$ cat src/rtl/sat_monitor.sv
// Full-scale clip monitor: counts +FS/-FS codes per window of valid samples and reports them
// through a valid/ack handshake. Define SAT_MONITOR_RUNLEN_EN to build longest-run tracking.
module sat_monitor #(
  parameter int unsigned DWIDTH = 16,
  parameter int unsigned CWIDTH = 16,
  parameter int unsigned WWIDTH = 20
) (
  input  logic              clk,
  input  logic              rst_n,
  input  logic              din_valid,
  input  logic [DWIDTH-1:0] din,
  input  logic [WWIDTH-1:0] window,
  input  logic              clear,
  output logic              sat_now,
  output logic [CWIDTH-1:0] pos_count,
  output logic [CWIDTH-1:0] neg_count,
  output logic [CWIDTH-1:0] run_max,
  output logic              rpt_valid,
  input  logic              rpt_ack,
  output logic              overrun
);

  localparam logic [0:0] StIdle = 1'b0;
  localparam logic [0:0] StRun  = 1'b1;

  localparam logic [DWIDTH-1:0] PosFs = {1'b0, {(DWIDTH-1){1'b1}}};
  localparam logic [DWIDTH-1:0] NegFs = {1'b1, {(DWIDTH-1){1'b0}}};

  function automatic logic [CWIDTH-1:0] sat_inc(input logic [CWIDTH-1:0] v, input logic en);
    if (en && (v != {CWIDTH{1'b1}})) begin
      return v + CWIDTH'(1);
    end
    return v;
  endfunction

  logic [0:0]        state_q, state_d;
  logic [WWIDTH-1:0] win_len_q, win_len_d;
  logic [WWIDTH-1:0] samp_cnt_q, samp_cnt_d;
  logic [CWIDTH-1:0] pos_acc_q, pos_acc_d;
  logic [CWIDTH-1:0] neg_acc_q, neg_acc_d;
  logic [CWIDTH-1:0] pos_count_q, pos_count_d;
  logic [CWIDTH-1:0] neg_count_q, neg_count_d;
  logic              rpt_valid_q, rpt_valid_d;
  logic              overrun_q, overrun_d;
  logic              sat_now_q, sat_now_d;

  logic              is_pos, is_neg;
  logic              acc_zero, step, win_end, rpt_load;
  logic [WWIDTH-1:0] win_len_in, samp_cnt_inc;
  logic [CWIDTH-1:0] pos_acc_inc, neg_acc_inc;

  assign is_pos       = (din == PosFs);
  assign is_neg       = (din == NegFs);
  assign win_len_in   = (window == '0) ? WWIDTH'(1) : window;
  assign samp_cnt_inc = samp_cnt_q + WWIDTH'(1);
  assign pos_acc_inc  = sat_inc(pos_acc_q, is_pos);
  assign neg_acc_inc  = sat_inc(neg_acc_q, is_neg);

  assign acc_zero = clear || (state_q == StIdle);
  assign step     = !clear && (state_q == StRun) && din_valid;
  assign win_end  = step && (samp_cnt_inc == win_len_q);
  // A pending report can be replaced only when it is being acknowledged this cycle.
  assign rpt_load = win_end && (!rpt_valid_q || rpt_ack);

  always_comb begin
    state_d     = state_q;
    win_len_d   = win_len_q;
    samp_cnt_d  = samp_cnt_q;
    pos_acc_d   = pos_acc_q;
    neg_acc_d   = neg_acc_q;
    pos_count_d = pos_count_q;
    neg_count_d = neg_count_q;
    rpt_valid_d = rpt_valid_q;
    overrun_d   = overrun_q;
    sat_now_d   = 1'b0;

    if (clear) begin
      state_d     = StIdle;
      samp_cnt_d  = '0;
      pos_acc_d   = '0;
      neg_acc_d   = '0;
      pos_count_d = '0;
      neg_count_d = '0;
      rpt_valid_d = 1'b0;
      overrun_d   = 1'b0;
    end else if (state_q == StIdle) begin
      state_d    = StRun;
      win_len_d  = win_len_in;
      samp_cnt_d = '0;
      pos_acc_d  = '0;
      neg_acc_d  = '0;
    end else begin
      if (rpt_valid_q && rpt_ack) begin
        rpt_valid_d = 1'b0;
      end
      if (din_valid) begin
        sat_now_d  = is_pos || is_neg;
        samp_cnt_d = samp_cnt_inc;
        pos_acc_d  = pos_acc_inc;
        neg_acc_d  = neg_acc_inc;
        if (win_end) begin
          if (rpt_load) begin
            pos_count_d = pos_acc_inc;
            neg_count_d = neg_acc_inc;
            rpt_valid_d = 1'b1;
          end else begin
            overrun_d = 1'b1;
          end
          samp_cnt_d = '0;
          pos_acc_d  = '0;
          neg_acc_d  = '0;
          win_len_d  = win_len_in;
        end
      end
    end
  end

  always_ff @(posedge clk or negedge rst_n) begin
    if (!rst_n) begin
      state_q     <= StIdle;
      win_len_q   <= '0;
      samp_cnt_q  <= '0;
      pos_acc_q   <= '0;
      neg_acc_q   <= '0;
      pos_count_q <= '0;
      neg_count_q <= '0;
      rpt_valid_q <= 1'b0;
      overrun_q   <= 1'b0;
      sat_now_q   <= 1'b0;
    end else begin
      state_q     <= state_d;
      win_len_q   <= win_len_d;
      samp_cnt_q  <= samp_cnt_d;
      pos_acc_q   <= pos_acc_d;
      neg_acc_q   <= neg_acc_d;
      pos_count_q <= pos_count_d;
      neg_count_q <= neg_count_d;
      rpt_valid_q <= rpt_valid_d;
      overrun_q   <= overrun_d;
      sat_now_q   <= sat_now_d;
    end
  end

  assign sat_now   = sat_now_q;
  assign pos_count = pos_count_q;
  assign neg_count = neg_count_q;
  assign rpt_valid = rpt_valid_q;
  assign overrun   = overrun_q;

`ifdef SAT_MONITOR_RUNLEN_EN
  logic [CWIDTH-1:0] run_cur_q, run_cur_d;
  logic              run_neg_q, run_neg_d;
  logic [CWIDTH-1:0] run_max_acc_q, run_max_acc_d;
  logic [CWIDTH-1:0] run_max_q, run_max_d;
  logic [CWIDTH-1:0] run_next, run_max_next;

  always_comb begin
    run_cur_d     = run_cur_q;
    run_neg_d     = run_neg_q;
    run_max_acc_d = run_max_acc_q;
    run_max_d     = run_max_q;
    run_next      = run_cur_q;
    // Invalid cycles leave the run untouched; only an unsaturated valid sample breaks it.
    if (is_pos || is_neg) begin
      if ((run_cur_q != '0) && (run_neg_q == is_neg)) begin
        run_next = sat_inc(run_cur_q, 1'b1);
      end else begin
        run_next = CWIDTH'(1);
      end
    end else begin
      run_next = '0;
    end
    run_max_next = (run_next > run_max_acc_q) ? run_next : run_max_acc_q;

    if (acc_zero) begin
      run_cur_d     = '0;
      run_neg_d     = 1'b0;
      run_max_acc_d = '0;
      if (clear) begin
        run_max_d = '0;
      end
    end else if (step) begin
      if (win_end) begin
        run_cur_d     = '0;
        run_neg_d     = 1'b0;
        run_max_acc_d = '0;
        if (rpt_load) begin
          run_max_d = run_max_next;
        end
      end else begin
        run_cur_d     = run_next;
        run_neg_d     = is_neg;
        run_max_acc_d = run_max_next;
      end
    end
  end

  always_ff @(posedge clk or negedge rst_n) begin
    if (!rst_n) begin
      run_cur_q     <= '0;
      run_neg_q     <= 1'b0;
      run_max_acc_q <= '0;
      run_max_q     <= '0;
    end else begin
      run_cur_q     <= run_cur_d;
      run_neg_q     <= run_neg_d;
      run_max_acc_q <= run_max_acc_d;
      run_max_q     <= run_max_d;
    end
  end

  assign run_max = run_max_q;
`else
  assign run_max = '0;
`endif

endmodule

$ cat config.mk
export PLATFORM = sky130hd
export DESIGN_NAME = sat_monitor
export DESIGN_NICKNAME = d
export VERILOG_FILES = /design/src/rtl/sat_monitor.sv
export SDC_FILE = /design/constraint.sdc
export NUM_CORES = 1
export LEC_CHECK = 0
export ABC_AREA = 1
export CAP_MARGIN = 30
export CORE_UTILIZATION = 55
export DETAILED_ROUTE_END_ITERATION = 10
export PLACE_DENSITY = 0.9
export SLEW_MARGIN = 20
export SYNTH_ARGS = -nofsm -noshare
export SYNTH_HDL_FRONTEND = slang
export SYNTH_SLANG_ARGS = --single-unit
$ cat constraint.sdc
create_clock -name clk -period 2.4 [get_ports clk]
set_input_delay 0.24 -clock clk [delete_from_list [all_inputs] [get_ports clk]]
set_output_delay 0.24 -clock clk [all_outputs]
set_load 0.01 [all_outputs]
### After elaboration in Yosys (flattened, before gate mapping)

Index checks and enable logic that the tools add are counted.

* word-level logic and storage cells: 89
* bits of input ports: 41
* register bits after elaboration: 108
* output and inout bits: 51

* bitwise operators: 1
* equal/unequal tests: 9
* add/sub/neg operators: 3
* reduce and logical (&&, ||, !) cells: 19
* mux-type cells: 47

Operator list (number)
* 16-bit two-way mux: 22
* 20-bit two-way mux: 8
* 16-bit by 1-bit adder with 16-bit output (second input constant): 2
* 16-bit != test (second input constant): 2
* 20-bit by 1-bit adder with 20-bit output (second input constant): 1
* 20-bit == test: 1
* 20-bit zero test: 1
* 1-bit two-way mux: 17
* 16-bit by 15-bit == test with 1-bit output (second input constant): 1
* 16-bit == test (second input constant): 1
* 4-bit AND reduction: 2
* 2-bit nonzero test: 4
* 1-bit logical AND: 7
* 2-bit != test (second input constant): 2
* 3-bit != test (second input constant): 1
* 3-bit AND reduction: 1
* 1-bit zero test: 2
* 1-bit logical OR: 2
* 2-bit by 1-bit != test with 1-bit output (second input constant): 1
* 1-bit NOT: 1

### Depth between registers and ports, before layout

* depth after elaboration: 10
* depth in mapped cells: 18
* depth with buffers taken out: 16

### Worst setup path before layout

No wires, ideal clock.

* path kind: reg2reg
* from: register samp_cnt_q[0]
* to: register win_len_q[9]
* setup time: 66 ps
* clock period less this slack: 2165 ps
* stages on the path, launching flop included: 18
* arrival time: 2099 ps
* data required time: 2334 ps
* path slack: 235 ps
* path buffers: 2
* path through: dfrtp_1 ha_1 inv_1 nor2_4 nand2_2 inv_2 nand2_1 nand2_1 nand3_1 nand2_1 nand3_1 nor2_4 nand3_4 nand2_2 buf_6 buf_6 nand3_1 nand2_1

* longest elaborated chain between the ends: 5

Ends and longest elaborated chain
* start: declaration: RTL line 38 `logic [WWIDTH-1:0] samp_cnt_q, samp_cnt_d;`
* start signal: assignment: RTL line 133 `samp_cnt_q <= samp_cnt_d;`
* 20-bit by 1-bit adder with 20-bit output: RTL line 55 `assign samp_cnt_inc = samp_cnt_q + WWIDTH'(1);`
* 20-bit == test: RTL line 61 `assign win_end = step && (samp_cnt_inc == win_len_q);`
* 1-bit logical AND: RTL line 61
* 2-bit by 1-bit != test with 1-bit output (no source line)
* 3-bit AND reduction (no source line)
* end signal: assignment: RTL line 132 `win_len_q <= win_len_d;`
* end: declaration: RTL line 37 `logic [WWIDTH-1:0] win_len_q, win_len_d;`

No other way between the ends.
A chain may end at the register's enable or synchronous reset.

### Worst setup path in the final report

* from: register samp_cnt_q[0]
* to: register win_len_q[10]

The elaborated chain is that of the path after synthesis.

==> reports/summary.txt <==
status: complete, but fails checks
failing checks: DRC, setup timing
GPL Wtd Cong: 0.928
die width: 112 µm
Worst Path Max Fanout: 10
DRC viols: 1
vias in the first global route: 6124
root buffer cell: clkbuf_16
fin crit period: 2.41 ns
placed cells: 1156
worst reg2reg path depth: 15
post-synthesis async set-or-reset flop share: 1.00
Reg power frac: 0.491
top cells by area, synth: dfrtp_1, nand2_1, nand3_1
Tot Pwr: 3.90 mW
share of cells above drive strength 1: 0.118
Logic pwr share: 0.110
Worst Tran Pin Value: 0.639 ns
ant diodes: 0
Die H: 112 µm
Clock Power Share: 0.398
Reg clk slew, reported paths: 0.08 ns
internal power: 2.86 mW
drt first pass iters: 8
CTS Buffer Depth: 2
Fin Hold WS: 0.442 ns
most frequent cell after synthesis: nand2_1
Slowest cell on crit path: dfrtp_2
crit start category: flip-flop
sequential share of the synthesized area: 0.406
max_cap viols: 0
Ports: 92
leak pwr: 3.82 nW
number of synthesized register bits: 108
core area: 11600 µm²
Crit path arrival time: 2.67 ns
Hold Fails Final Rpt: 0
yosys warns: 0
CTS tree: done
highest clock rate: 414 MHz
CP delay by family, top: simple AND/OR/NAND/NOR gates
CTS buffer count: 9
Critical Path Stages: 15
Yosys top cell by area: dfrtp_1
Commonest cells post-synth: nand2_1, nand3_1, dfrtp_1
Std-Cell Rows: 39
syn avg cell area: 7.07 µm²
Fin Clk Skew: 0.00788 ns
Worst path most repeated cell: nand2_1
Final ANT Viol Nets: 0
vias: 6632
Max H-tree Level: 3
worst vdd ir: 0.500 mV
drt initial violations: 682
CP endpoint kind: flip-flop
sw frac: 0.265
NetSw: 1.03 mW
Setup WS post-layout: -0.0145 ns
Area Growth Syn to Fin: 24.6%
fin crit share: 1.01
final setup violation count: 8
top cell type's share of synthesized area: 0.406
hpwl dp: 12700 µm
DR vias/cell: 5.61
post-route insts no fill: 1182
largest net degree at the start of global routing: 64
CP Class: reg -> reg
Synth cell types: 37
GRT overflow: 0
Starting Density: 0.573
total wire length: 18300 µm
initial antenna violation count: 0
worst slack, placed: -0.159 ns
total track usage: 0.293
crit path cell chain: ha_4 > inv_2 > nand2_2 > nand3_2 > nor2_2 > nand3_1 > nor2_1 > nand4_1 > nor2_4 > nand3_4 > nand2_4 > nand2_8 > clkbuf_16 > nand2_1 > nand2_1
Post-synth EDFFs: 0
final core occ: 0.714
first-pass GRT wire length: 29200 µm
final net count: 1079
Slew Viols, Final: 0
relative slew slack: 0.574
critical path data required time: 2.66 ns
full die area: 12500 µm²
Worst path max stage delay: 0.46 ns
P per Cell Area: 470 nW/µm²
Top FF cell, synth: dfrtp_1
WL/cell: 15.5 µm
worst path bufs/invs: 2
Clock Latency Late Sink: 0.36 ns
clk sink count: 108
unrepaired setup endpoints after global routing: true
# port buffers: 75
Worst Hold Class: in -> async
Mapped Area: 6650 µm²
Mapped Cells: 941
==> state kept, by name, summed over array words and instances, names as in the netlist, 16 cells and up <==
| name | flops |
|---|---|
| samp_cnt_q | 20 |
| win_len_q | 20 |
| neg_acc_q | 16 |
| neg_count | 16 |
| pos_acc_q | 16 |
| pos_count | 16 |
==> layer usage <==
| layer | part of all wire | global-route usage |
|---|---|---|
| met5 | 0 | 0 |
| met2 | 0.48 | 0.483 |
| met1 | 0.42 | 0.380 |
| met4 | 0.034 | 0.116 |
| met3 | 0.067 | 0.0626 |
==> per-stage QoR <==
step	cell area, µm²	TNS [ns]
2_1_floorplan	6710	0
6_report	8290	-0.0573
3_3_place_gp	7660	-1.08
4_1_cts	8020	0
3_5_place_dp	7660	-8.76
5_1_grt	8290	-12.39
==> path summary, 6_finish.rpt <==
path,from,end,slack (ns)
worst max register to register,samp_cnt_q[0]$_DFFE_PN0P_,win_len_q[10]$_DFFE_PN0P_,-0.01
worst min register to register,pos_count[5]$_DFFE_PN0P_,pos_count[5]$_DFFE_PN0P_,0.51
min in group clk,window[6],win_len_q[6]$_DFFE_PN0P_,0.46
worst min-delay path,rst_n,win_len_q[5]$_DFFE_PN0P_,0.44
worst max-delay path,samp_cnt_q[0]$_DFFE_PN0P_,win_len_q[10]$_DFFE_PN0P_,-0.01
max in group asynchronous,rst_n,neg_acc_q[0]$_DFFE_PN0P_,1.17
==> power by group through the flow <==
stage / registers [mW] / logic [mW] / clock network (mW)
after floorplan: 1.93 / 0.214 / 0
after global placement: 1.94 / 0.372 / 0
after detailed placement: 1.94 / 0.380 / 0
after CTS: 1.90 / 0.385 / 1.57
after global routing: 1.92 / 0.472 / 1.64
final: 1.91 / 0.430 / 1.55
==> cells by family after synthesis <==
| family | after synthesis | share of synthesized area |
|---|---|---|
| compound gates | 79 | 0.0696 |
| xor+xnor | 28 | 0.0369 |
| fa+ha+maj | 4 | 0.00753 |
| flops | 108 | 0.406 |
| other cells | 1 | 0.000564 |
| buf+inv | 142 | 0.0956 |
| simple gates | 579 | 0.383 |
==> repair_timing <==
item,CTS,global route
gates cloned,0,2
hold buffers,1,0
setup buffers,3,5
pin swaps,5,14
hold endpoints to repair,46,0
resized for setup,5,55
setup endpoints to repair,53,104
==> placed cells by master (no fill, tap or decap), types with 2 or more instances in the layout <==
master,count
clkdlybuf4s50_1,74
nand2_4,9
inv_2,6
nand3_2,3
o21ai_1,2
nor4_1,8
nand3b_1,7
conb_1,16
nand3_1,107
a211oi_1,10
dfrtp_1,103
a21oi_1,3
nand2_2,15
dfrtp_2,5
buf_4,34
inv_1,81
clkinv_4,3
xnor2_1,6
nor2_2,5
buf_12,4
nor2_4,10
buf_6,6
nor2_1,68
nor3_1,8
o21ai_0,31
ha_1,3
nand4_1,29
clkbuf_16,11
nand2_1,302
o22ai_1,29
xor2_1,22
==> layout make-up <==
cell class | instances | area [µm²]
Tap cell | 143 | 179
Fill cell | 892 | 3320
Sequential cell | 108 | 2710
Clock buffer | 9 | 225
Clock inverter | 7 | 83.8
Multi-Input combinational cell | 706 | 3550
Inverter | 87 | 327
Timing Repair Buffer | 122 | 1220
==> worst reg2reg max path, cell delays in order (launching register included) <==
cell and delay, ns:
dfrtp_2 0.46, ha_4 0.29, inv_2 0.04, nand2_2 0.05, nand3_2 0.08, nor2_2 0.14, nand3_1 0.10, nor2_1 0.11
nand4_1 0.17, nor2_4 0.20, nand3_4 0.14, nand2_4 0.16, nand2_8 0.08, clkbuf_16 0.18, nand2_1 0.07, nand2_1 0.06
No activity file was read; power rests on OpenSTA's default activity.
